### config.mk
export PLATFORM = sky130hd
export DESIGN_NAME = reset_sequencer
export DESIGN_NICKNAME = d
export VERILOG_FILES = /design/src/rtl/reset_sequencer_pkg.sv /design/src/rtl/reset_sequencer_debounce.sv /design/src/rtl/reset_sequencer.sv
export SDC_FILE = /design/constraint.sdc
export NUM_CORES = 1
export LEC_CHECK = 0
export CAP_MARGIN = 20
export CORE_MARGIN = 2
export CORE_UTILIZATION = 59
export DETAILED_ROUTE_END_ITERATION = 10
export PLACE_DENSITY = 0.87
export SYNTH_ARGS = -nofsm -noshare
export SYNTH_HDL_FRONTEND = slang
export SYNTH_HIERARCHICAL = 1
export SYNTH_SLANG_ARGS = --single-unit
### constraint.sdc
create_clock -name clk -period 2.5 [get_ports clk]
set_input_delay 0.375 -clock clk [delete_from_list [all_inputs] [get_ports clk]]
set_output_delay 0.375 -clock clk [all_outputs]
set_load 0.01 [all_outputs]
### src/rtl/reset_sequencer_pkg.sv
// Shared state type and sizing helpers for the board reset/clock bring-up sequencer.
package reset_sequencer_pkg;

   typedef enum logic [1:0] {
      PLL_RST   = 2'd0,
      WAIT_LOCK = 2'd1,
      HOLD      = 2'd2,
      RUN       = 2'd3
   } rstseq_state_t;

   localparam int RETRY_CNT_W = 4;

   function automatic int max3(input int a, input int b, input int c);
      int m;
      m = (a > b) ? a : b;
      return (m > c) ? m : c;
   endfunction

   // Never return a zero-width counter, even for a limit of 1.
   function automatic int cnt_width(input int max_val);
      return (max_val > 1) ? $clog2(max_val) : 1;
   endfunction

endpackage

### src/rtl/reset_sequencer_debounce.sv
// Button debouncer: 2-flop synchronizer followed by a stable-input counter that
// flips the output only after CYCLES consecutive disagreeing samples.
module debounce
   import reset_sequencer_pkg::*;
#(
   parameter int CYCLES = 1_000_000
) (
   input  logic clk,
   input  logic rst,
   input  logic in,
   output logic out
);

   localparam int CW = cnt_width(CYCLES);

   logic          in_p0;
   logic          in_s;
   logic [CW-1:0] stable_cnt;

   always_ff @(posedge clk) begin
      if (rst) begin
         in_p0      <= 1'b0;
         in_s       <= 1'b0;
         stable_cnt <= '0;
         out        <= 1'b0;
      end else begin
         in_p0 <= in;
         in_s  <= in_p0;
         // Any agreeing sample restarts the run of disagreeing samples.
         if (in_s == out) begin
            stable_cnt <= '0;
         end else if (stable_cnt == CW'(CYCLES - 1)) begin
            out        <= ~out;
            stable_cnt <= '0;
         end else begin
            stable_cnt <= stable_cnt + 1'b1;
         end
      end
   end

endmodule

### src/rtl/reset_sequencer.sv
// Board reset sequencer: debounces the reset button, pulses the MMCM reset and
// releases the SoC reset once lock has been held; retries on timeout or lock loss.
module reset_sequencer
   import reset_sequencer_pkg::*;
#(
   parameter int DEBOUNCE_CYCLES = 1_000_000,
   parameter int PLL_RST_CYCLES  = 16,
   parameter int LOCK_TIMEOUT    = 100_000,
   parameter int HOLD_CYCLES     = 1024
) (
   input  logic                   clk,
   input  logic                   rst,
   input  logic                   btn,
   input  logic                   pll_locked,
   output logic                   pll_rst,
   output logic                   core_rst_n,
   output logic                   running,
   output logic [RETRY_CNT_W-1:0] retry_cnt
);

   localparam int CNT_W = cnt_width(max3(PLL_RST_CYCLES, LOCK_TIMEOUT, HOLD_CYCLES));

   function automatic logic [RETRY_CNT_W-1:0] sat_inc(input logic [RETRY_CNT_W-1:0] v);
      return (v == '1) ? v : v + 1'b1;
   endfunction

   rstseq_state_t    state;
   rstseq_state_t    state_nxt;
   logic [CNT_W-1:0] cnt;
   logic [CNT_W-1:0] cnt_nxt;
   logic             retry_inc;
   logic             btn_db;
   logic             lock_p0;
   logic             lock_s;

   debounce #(
      .CYCLES (DEBOUNCE_CYCLES)
   ) u_btn_debounce (
      .clk (clk),
      .rst (rst),
      .in  (btn),
      .out (btn_db)
   );

   // Stage boundary: lock synchronizer, state, shared counter, retry count
   always_ff @(posedge clk) begin
      if (rst) begin
         lock_p0   <= 1'b0;
         lock_s    <= 1'b0;
         state     <= PLL_RST;
         cnt       <= '0;
         retry_cnt <= '0;
      end else begin
         lock_p0 <= pll_locked;
         lock_s  <= lock_p0;
         state   <= state_nxt;
         cnt     <= cnt_nxt;
         if (retry_inc) begin
            retry_cnt <= sat_inc(retry_cnt);
         end
      end
   end

   always_comb begin
      state_nxt = state;
      cnt_nxt   = cnt + 1'b1;
      retry_inc = 1'b0;
      // A debounced press overrides every other transition and is not a retry.
      if (btn_db) begin
         state_nxt = PLL_RST;
         cnt_nxt   = '0;
      end else begin
         unique case (state)
            PLL_RST: begin
               if (cnt == CNT_W'(PLL_RST_CYCLES - 1)) begin
                  state_nxt = WAIT_LOCK;
                  cnt_nxt   = '0;
               end
            end
            WAIT_LOCK: begin
               if (lock_s) begin
                  state_nxt = HOLD;
                  cnt_nxt   = '0;
               end else if (cnt == CNT_W'(LOCK_TIMEOUT - 1)) begin
                  state_nxt = PLL_RST;
                  cnt_nxt   = '0;
                  retry_inc = 1'b1;
               end
            end
            HOLD: begin
               if (!lock_s) begin
                  state_nxt = PLL_RST;
                  cnt_nxt   = '0;
                  retry_inc = 1'b1;
               end else if (cnt == CNT_W'(HOLD_CYCLES - 1)) begin
                  state_nxt = RUN;
                  cnt_nxt   = '0;
               end
            end
            RUN: begin
               cnt_nxt = '0;
               if (!lock_s) begin
                  state_nxt = PLL_RST;
                  retry_inc = 1'b1;
               end
            end
            default: begin
               state_nxt = PLL_RST;
               cnt_nxt   = '0;
            end
         endcase
      end
   end

   assign pll_rst    = (state == PLL_RST);
   assign core_rst_n = (state == RUN);
   assign running    = core_rst_n;

endmodule

==> After elaboration in Yosys (flattened, before gate mapping) <==
Index checks and enable logic that the tools add are counted.
{ "classes": {"n_addsub": 3, "eq_ne": 13, "muxes": 18, "bitwise_logic": 3, "reduce_logical": 7} }
{ "ops": {"columns": ["operator", "count"], "rows": [
  ["2-to-1 mux 17 bit", 5],
  ["case mux 17 bit (4 select lines)", 1],
  ["adder 20 x 1 -> 20 bit, second input constant", 1],
  ["equality test 20 bit, second input constant", 1],
  ["adder 17 x 1 -> 17 bit, second input constant", 1],
  ["equality test 17 x 10 -> 1 bit, second input constant", 1],
  ["equality test 17 bit, second input constant", 1],
  ["equality test 17 x 4 -> 1 bit, second input constant", 1],
  ["2-to-1 mux 2 bit", 6],
  ["case mux 2 bit (4 select lines)", 1],
  ["inequality test 3 bit, second input constant", 2],
  ["adder 4 x 1 -> 4 bit, second input constant", 1],
  ["equality test 2 bit, second input constant", 2],
  ["equality test 4 bit, second input constant", 1],
  ["2-to-1 mux 1 bit", 4],
  ["AND reduction 2 bit", 2],
  ["AND reduction 4 bit", 1],
  ["OR reduction 2 bit", 2],
  ["inverter 1 bit", 3],
  ["OR reduction 3 bit", 1],
  ["equality test 2 x 1 -> 1 bit, second input constant", 1],
  ["logical NOT 2 bit", 1],
  ["inequality test 2 x 1 -> 1 bit, second input constant", 1],
  ["inequality test 2 bit, second input constant", 1],
  ["other kinds (2)", 2]
]} }
{ "totals": {"reg_bits": 48, "in_bits": 4, "out_inout_bits": 7, "word_cells": 53} }

==> Depth between registers and ports, before layout <==
{ "depth": {"depth_word": 6, "mapped_depth": 7, "depth_no_buf": 6} }

==> Hierarchy <==
Netlist, hierarchy kept.
{ "modules_own_cells": {"columns": ["mod", "n_inst", "cells_per_inst", "area_per_inst_um2", "seq_area_each_um2"], "rows": [
  ["reset_sequencer", 1, 131, 1169.9, 500.5],
  ["debounce", 1, 112, 1028.5, 460.4]
]} }

==> Worst setup path after synthesis <==
No wires, ideal clock.
{ "synth_path": {"path_type": "reg-to-reg", "from": "reg cnt[5]", "to": "reg cnt[10]", "setup_time_ns": 0.115, "arrival_time_ns": 1.713, "t_required_ns": 2.385, "setup_slack_ns": 0.672, "path_stages_with_launch": 7, "n_path_buf": 1, "synth_period_minus_slack_ns": 1.828, "cell_sequence": "dfxtp_1 -> or4_1 -> nor2_2 -> a31oi_1 -> o31ai_4 -> buf_6 -> nor2_1"} }
{ "synth_via": {"elab_chain_cells": 4, "elab_cells_between_ends": 10, "cone_classes": "1 x add/sub; 3 x eq/ne; 6 x mux"} }
{ "synth_lines": {"columns": ["item", "line", "text"], "rows": [
  ["start: declaration", "reset_sequencer.sv:29", "logic [CNT_W-1:0] cnt;"],
  ["start signal: assignment", "reset_sequencer.sv:57", "cnt <= cnt_nxt;"],
  ["adder 17 x 1 -> 17 bit, or another cell as far along", "reset_sequencer.sv:66", "cnt_nxt = cnt + 1'b1;"],
  ["2-to-1 mux 17 bit (on tied branches)", "reset_sequencer.sv:95, reset_sequencer.sv:84", null],
  ["2-to-1 mux 17 bit (on tied branches)", "reset_sequencer.sv:91, reset_sequencer.sv:81", null],
  ["case mux 17 bit (4 select lines) *", "reset_sequencer.sv:73", "unique case (state)"]
]} }
Mark *: on every way between the ends. The rest lies on a longest branch, timed or not.
A chain may end at the register's enable or synchronous reset.

==> Worst setup path in the final report <==
{ "layout_path": {"from": "reg cnt[6]", "to": "reg cnt[11]"} }
Same word-level chain as after synthesis.

==> flow_summary.json <==
{
  "cts_root_buf": "clkbuf_8",
  "ctsResizeCount": 0,
  "seq_power_share": 0.571,
  "finalCritPeriodShare": 0.797,
  "die_y_um": 65.0,
  "syn-cell-area_mm2": 0.00220,
  "postCtsSetupRepairBufs": 0,
  "wl_um": 3890,
  "rows": 22,
  "skew_ns": 0.00451,
  "min_to": "lock_s",
  "setup.worst_path.end_class": "register",
  "finalHoldViolations": 0,
  "ys.flop_type": "dfxtp_1",
  "yosys_warnings": 6,
  "crit_type": "register to register",
  "fin_ws_ns": 0.509,
  "holdCritPathClass": "register to register",
  "first_pass_iters": 4,
  "hold_depth": 1,
  "post_dp_cell_area_mm2": 0.00233,
  "final_cell_area_mm2": 0.00244,
  "grt_pass1_vias": 1577,
  "num_antenna_cells": 0,
  "num_io_pins": 11,
  "ys_seq_elements": 48,
  "cts_tree": "built",
  "utilization": 0.671,
  "p_comb_frac": 0.031,
  "status": "complete, no violations",
  "reg2reg_from": "cnt[6]",
  "required_ns": 2.70,
  "p_switching_uw": 275,
  "whs_ns": 0.441,
  "cts.clk_slew.worst_paths_ns": 0.08,
  "ys_types": 45,
  "grtUsageTotal": 0.207,
  "cap_viol_max_count": 0,
  "io_buffers": 10,
  "initial_core_util": 0.605,
  "switching_share": 0.202,
  "slew_viol_final": 0,
  "max_slew_margin": 0.461,
  "clk_latency_ns": 0.30,
  "synth_edf_count": 0,
  "gp_congestion": 0.820,
  "critical_path.max_fanout": 11,
  "syn-instance-count": 243,
  "final_nets": 263,
  "total_leakage_power_uw": 0.000879,
  "rr_worst_depth": 6,
  "worst_slew_pin_slew_ns": 0.808,
  "fin_setup_tns_ns": 0,
  "die_x_um": 65.0,
  "htreeDepth": 2,
  "wl_per_cell_um": 12.7,
  "avgSynthCellArea_um2": 9.05,
  "hold_start": "lock_p0",
  "fillers": 299,
  "place_ws_ns": 0.527,
  "grt_max_degree": 20,
  "r2r_slack_ns": 0.51,
  "hpwl_um": 2770,
  "async_flop_share": 0,
  "clock_path_buffers": 2,
  "drc_errors": 0,
  "cts_buffers": 5,
  "core-area_mm2": 0.00363,
  "syn_nets": 250,
  "cellPowerDensity_mw_per_mm2": 559,
  "grt_pass1_wl_um": 6780,
  "yosysTopAreaCellShare": 0.437,
  "synthTopCellsByArea": "dfxtp_1, nor2_1, xor2_1",
  "die-area_mm2": 0.00423,
  "max-vdd-ir-drop_uv": 368,
  "syn_to_final_growth_pct": 10.9,
  "fin_crit_ns": 1.99,
  "cts_sinks": 48,
  "drt-initial-drc-count": 89,
  "cts.hold.buffers_added": 0,
  "p_clk_frac": 0.398,
  "drive_above_1_share": 0.0934,
  "r2r_end": "cnt[11]",
  "p_int_uw": 1090,
  "setup_viol_count_final": 0,
  "grt_setup_unrepaired": "no",
  "num_vias": 1716,
  "clock.fmax_mhz": 502,
  "cp-start-kind": "register",
  "synth_top_area_cell": "dfxtp_1",
  "antenna_found_initial": 0,
  "vias_per_cell": 5.63,
  "ant_nets": 0,
  "grt_overflow_total": 0,
  "synth-seq-area-share": 0.437,
  "cp.arrival_ns": 2.19
}
-- metrics by stage --
stage	total power [µW]	cells
detailed placement	840	297
global route	1410	305
global placement	838	297
CTS	1380	305
floorplan	827	243
finish	1360	305
-- cells in the final DEF, fill, tap and decap left out, types with 2 or more instances in the layout --
cell type | netlist | routed
ha_1 | 3 | 3
nor2_1 | 37 | 37
o21ai_0 | 7 | 7
clkbuf_8 | 0 | 5
o31ai_1 | 3 | 3
a21oi_1 | 8 | 8
nor3b_1 | 2 | 2
xnor2_1 | 12 | 12
nand4_1 | 5 | 5
or4_1 | 2 | 2
nand2b_1 | 2 | 2
nor3_1 | 5 | 5
mux2_2 | 2 | 2
dfxtp_1 | 48 | 48
inv_1 | 7 | 7
buf_4 | 2 | 3
or3_1 | 9 | 9
nor4_1 | 3 | 3
and3_1 | 11 | 11
a31oi_1 | 3 | 3
nand2_1 | 10 | 10
and2_1 | 3 | 3
xor2_1 | 15 | 15
nor2b_1 | 7 | 7
nand3_1 | 14 | 14
clkdlybuf4s50_1 | 0 | 10
-- cell usage after synthesis, types with 3 or more instances --
master   number
dfxtp_1      48
o21ai_0       7
nor2b_1       7
nor4_1        3
a31oi_1       3
xor2_1       15
nand3_1      14
and2_1        3
or3_1         9
and3_1       11
ha_1          3
o31ai_1       3
inv_1         7
xnor2_1      12
nor2_1       37
a21oi_1       8
nand4_1       5
nand2_1      10
nor3_1        5
-- flip-flops by register name, indices dropped and copies added, names as in the netlist --
signal,count
state,2
lock_p0,1
retry_cnt,4
u_btn_debounce/in_s,1
cnt,17
u_btn_debounce/in_p0,1
u_btn_debounce/stable_cnt,20
u_btn_debounce/out,1
lock_s,1
-- worst max-delay path, stage by stage, from the launching register on --
cell	delay, ns
dfxtp_1	0.36
or4_1	0.53
nor2_2	0.14
a31oi_1	0.16
o31ai_4	0.40
buf_4	0.24
nor2_1	0.06
-- power groups by stage --
stage	registers, µW	clock network (µW)	logic [µW]
after CTS	779	557	42.9
after floorplan	796	0	31.2
final	779	542	42.5
after global routing	781	580	48.3
after detailed placement	797	0	43.1
after global placement	797	0	41.5
-- cell families (layout without fill, tap and decap cells) --
kind of cell	after synthesis	after routing	share of synthesized area
simple gates	121	121	0.304
xor+xnor	27	27	0.108
fa+ha+maj	3	3	0.0171
buf+inv	14	28	0.0347
flops	48	48	0.437
compound gates	27	27	0.0848
mux	3	3	0.0148
-- metal layers --
layer  global-route usage  share of wire  wire length [µm]  vias up
met5                    0              0                 0        -
met4               0.0833          0.017                65        0
met3               0.0660          0.040               156        7
met2                0.325           0.47              1840       33
met1                0.265           0.47              1820      805
li1                     -              -                 -      871
-- worst max-delay path by stage --
stage | from | endpoint | cells after the start
floorplan | cnt[5] | cnt[10] | 6
global placement | cnt[5] | cnt[12] | 6
detailed placement | cnt[6] | cnt[11] | 6
CTS | cnt[6] | cnt[11] | 6
global route | cnt[6] | cnt[5] | 6
finish | cnt[6] | cnt[11] | 6
-- final cells by class --
class                   instances  area, µm²  share of cell area
well taps                      48       60.1              0.0246
multi-input cells             181       1160               0.476
flip-flops and latches         48        961               0.394
repair buffers                 13        123              0.0503
inverters                       7       26.3              0.0108
clock inverters                 2       35.0              0.0144
clock buffers                   6       72.6              0.0298
Note: power is estimated with default switching activity, not from simulation.
==> RTL edit, RTL diff (same flow settings) <==
Put one more register stage on the output `retry_cnt`, with the module's reset. The value now appears one clock later. The other outputs are not delayed to match.
--- a/src/rtl/reset_sequencer.sv
+++ b/src/rtl/reset_sequencer.sv
@@ -20,4 +20,6 @@
 
    localparam int CNT_W = cnt_width(max3(PLL_RST_CYCLES, LOCK_TIMEOUT, HOLD_CYCLES));
+
+   logic [RETRY_CNT_W-1:0] retry_cnt_s0;
 
    function automatic logic [RETRY_CNT_W-1:0] sat_inc(input logic [RETRY_CNT_W-1:0] v);
@@ -50,5 +52,5 @@
          state     <= PLL_RST;
          cnt       <= '0;
-         retry_cnt <= '0;
+         retry_cnt_s0 <= '0;
       end else begin
          lock_p0 <= pll_locked;
@@ -57,5 +59,5 @@
          cnt     <= cnt_nxt;
          if (retry_inc) begin
-            retry_cnt <= sat_inc(retry_cnt);
+            retry_cnt_s0 <= sat_inc(retry_cnt_s0);
          end
       end
@@ -117,4 +119,12 @@
    assign running    = core_rst_n;
 
+   always_ff @(posedge clk) begin
+      if (rst) begin
+         retry_cnt <= '0;
+      end else begin
+         retry_cnt <= retry_cnt_s0;
+      end
+   end
+
 endmodule
 
Function: no difference found for any inputs over 10 cycles, from zero or initial values and one cycle with rst high; that may be too few to reach the edited logic, so the function may still have changed.
==> RTL edit against the unedited design <==
- wire length is 5.1% higher
- sequential cell count is 4 higher
- non-clock buffer count stayed put
- final area is 5.1% higher
- area after synthesis is 6.8% higher
- critical path depth stayed put
- power is 0.28% higher
- setup slack worse by 0.013 ns
- largest power group unchanged
- highest routed layer unchanged
==> RTL edit: results (changes against the unedited design) <==
Global routing
  • Met1 usage: 25.3% (was 26.5%)
  • Number of global-route vias before repair: 1663 (was 1577)
  • First-pass GRT wire length: 7.08 mm (was 6.78 mm)
  • Grt met2 use: 34.7% (was 32.5%)

STA
  • Slew HR: 57.9% (was 46.1%)
  • Worst Clk Skew: 0.00939 ns (was 0.00451 ns)
  • Worst hold slack: 0.446 ns (was 0.441 ns)

Cells and area
  • Clk_buf instances: 7 (was 6)
  • Non-clock buffering overhead: 4.79% (was 5.03%)
  • Area growth syn-to-layout: 9.17% (was 10.9%)
  • Share of cells above drive strength 1: 10.6% (was 9.34%)
  • Register area: 1040 um^2 (was 961 um^2)
  • Largest registers: u_btn_debounce/stable_cnt: 20 flops, cnt: 17 flops (was u_btn_debounce/stable_cnt: 20 flops, cnt: 17 flops, retry_cnt: 4 flops)
  • Filler cells: 311 (was 299)

Pwr
  • Total leakage power: 0.871 nW (was 0.879 nW)
  • Net load switching power: 0.291 mW (was 0.275 mW)
  • Combinational fraction of design power: 2.5% (was 3.1%)

Placement
  • Detailed placer's ending HPWL: 2.97 mm (was 2.77 mm)
  • Pre-CTS setup slack: 0.507 ns (was 0.527 ns)
  • Placed Area: 2470 um^2 (was 2330 um^2)
  • Routability congestion estimate: 0.797 (was 0.820)

Routing
  • M1 wire length: 1.98 mm (was 1.82 mm)
  • DRT iter0 DRCs: 93 (was 89)
  • WL per Instance: 13.1 um (was 12.7 um)

Synth
  • Post-Synth XOR/XNOR Area: 10.4% (was 10.8%)
  • Commonest cells post-synth: 52 x dfxtp_1, 40 x nor2_1, 17 x nand3_1, 15 x xor2_1, 13 x xnor2_1 (was 48 x dfxtp_1, 37 x nor2_1, 15 x xor2_1, 14 x nand3_1, 12 x xnor2_1)
  • Flops & latches, synth: 52 (was 48)
  • Synth Area per Inst: 9.28 um^2 (was 9.05 um^2)
  • Synth Area in Adders: 1.60% (was 1.71%)
  • Seq/Total Area, Yosys: 44.3% (was 43.7%)
  • Compound-Gate Fraction of Synth Area: 8.85% (was 8.48%)
  • Syn nets: 260 (was 250)
  • Synth area leaders: dfxtp_1 44%, nor2_1 6.4%, xor2_1 5.6% (was dfxtp_1 44%, nor2_1 6.3%, xor2_1 6.0%)
  • Post-synthesis mux area share: 1.39% (was 1.48%)

Critical path
  • Critical path's slowest cell: a2111oi_4 (was or4_1)
  • Crit path largest cell delay: 0.42 ns (was 0.53 ns)
  • Top Family by Delay on Critical Path: compound AO/OA/AOI/OAI gates (was simple AND/OR/NAND/NOR gates)
  • Peak fanout along the critical path: 4 (was 11)

Status
  • Status: complete, no violations (unchanged)
-- RTL edit: cell types whose count changed after synthesis, sizes merged, moves of 3 or more --
cell,delta
nand3,+3
nor3,+3
a31oi,-3
nand4,+3
and3,-4
dfxtp,+4
buf,+4
or3,-3
-- RTL edit: how the worst max path moves through the flow --
stage | start | to | depth (start not counted)
2_1_floorplan | cnt[0]$_SDFF_PP0_ | state[0]$_SDFFE_PP0P_ | 6
3_3_place_gp | cnt[0]$_SDFF_PP0_ | state[0]$_SDFFE_PP0P_ | 6
3_5_place_dp | cnt[0]$_SDFF_PP0_ | state[0]$_SDFFE_PP0P_ | 6
4_1_cts | cnt[0]$_SDFF_PP0_ | state[0]$_SDFFE_PP0P_ | 6
5_1_grt | cnt[0]$_SDFF_PP0_ | state[0]$_SDFFE_PP0P_ | 6
6_report | cnt[0]$_SDFF_PP0_ | state[0]$_SDFFE_PP0P_ | 6
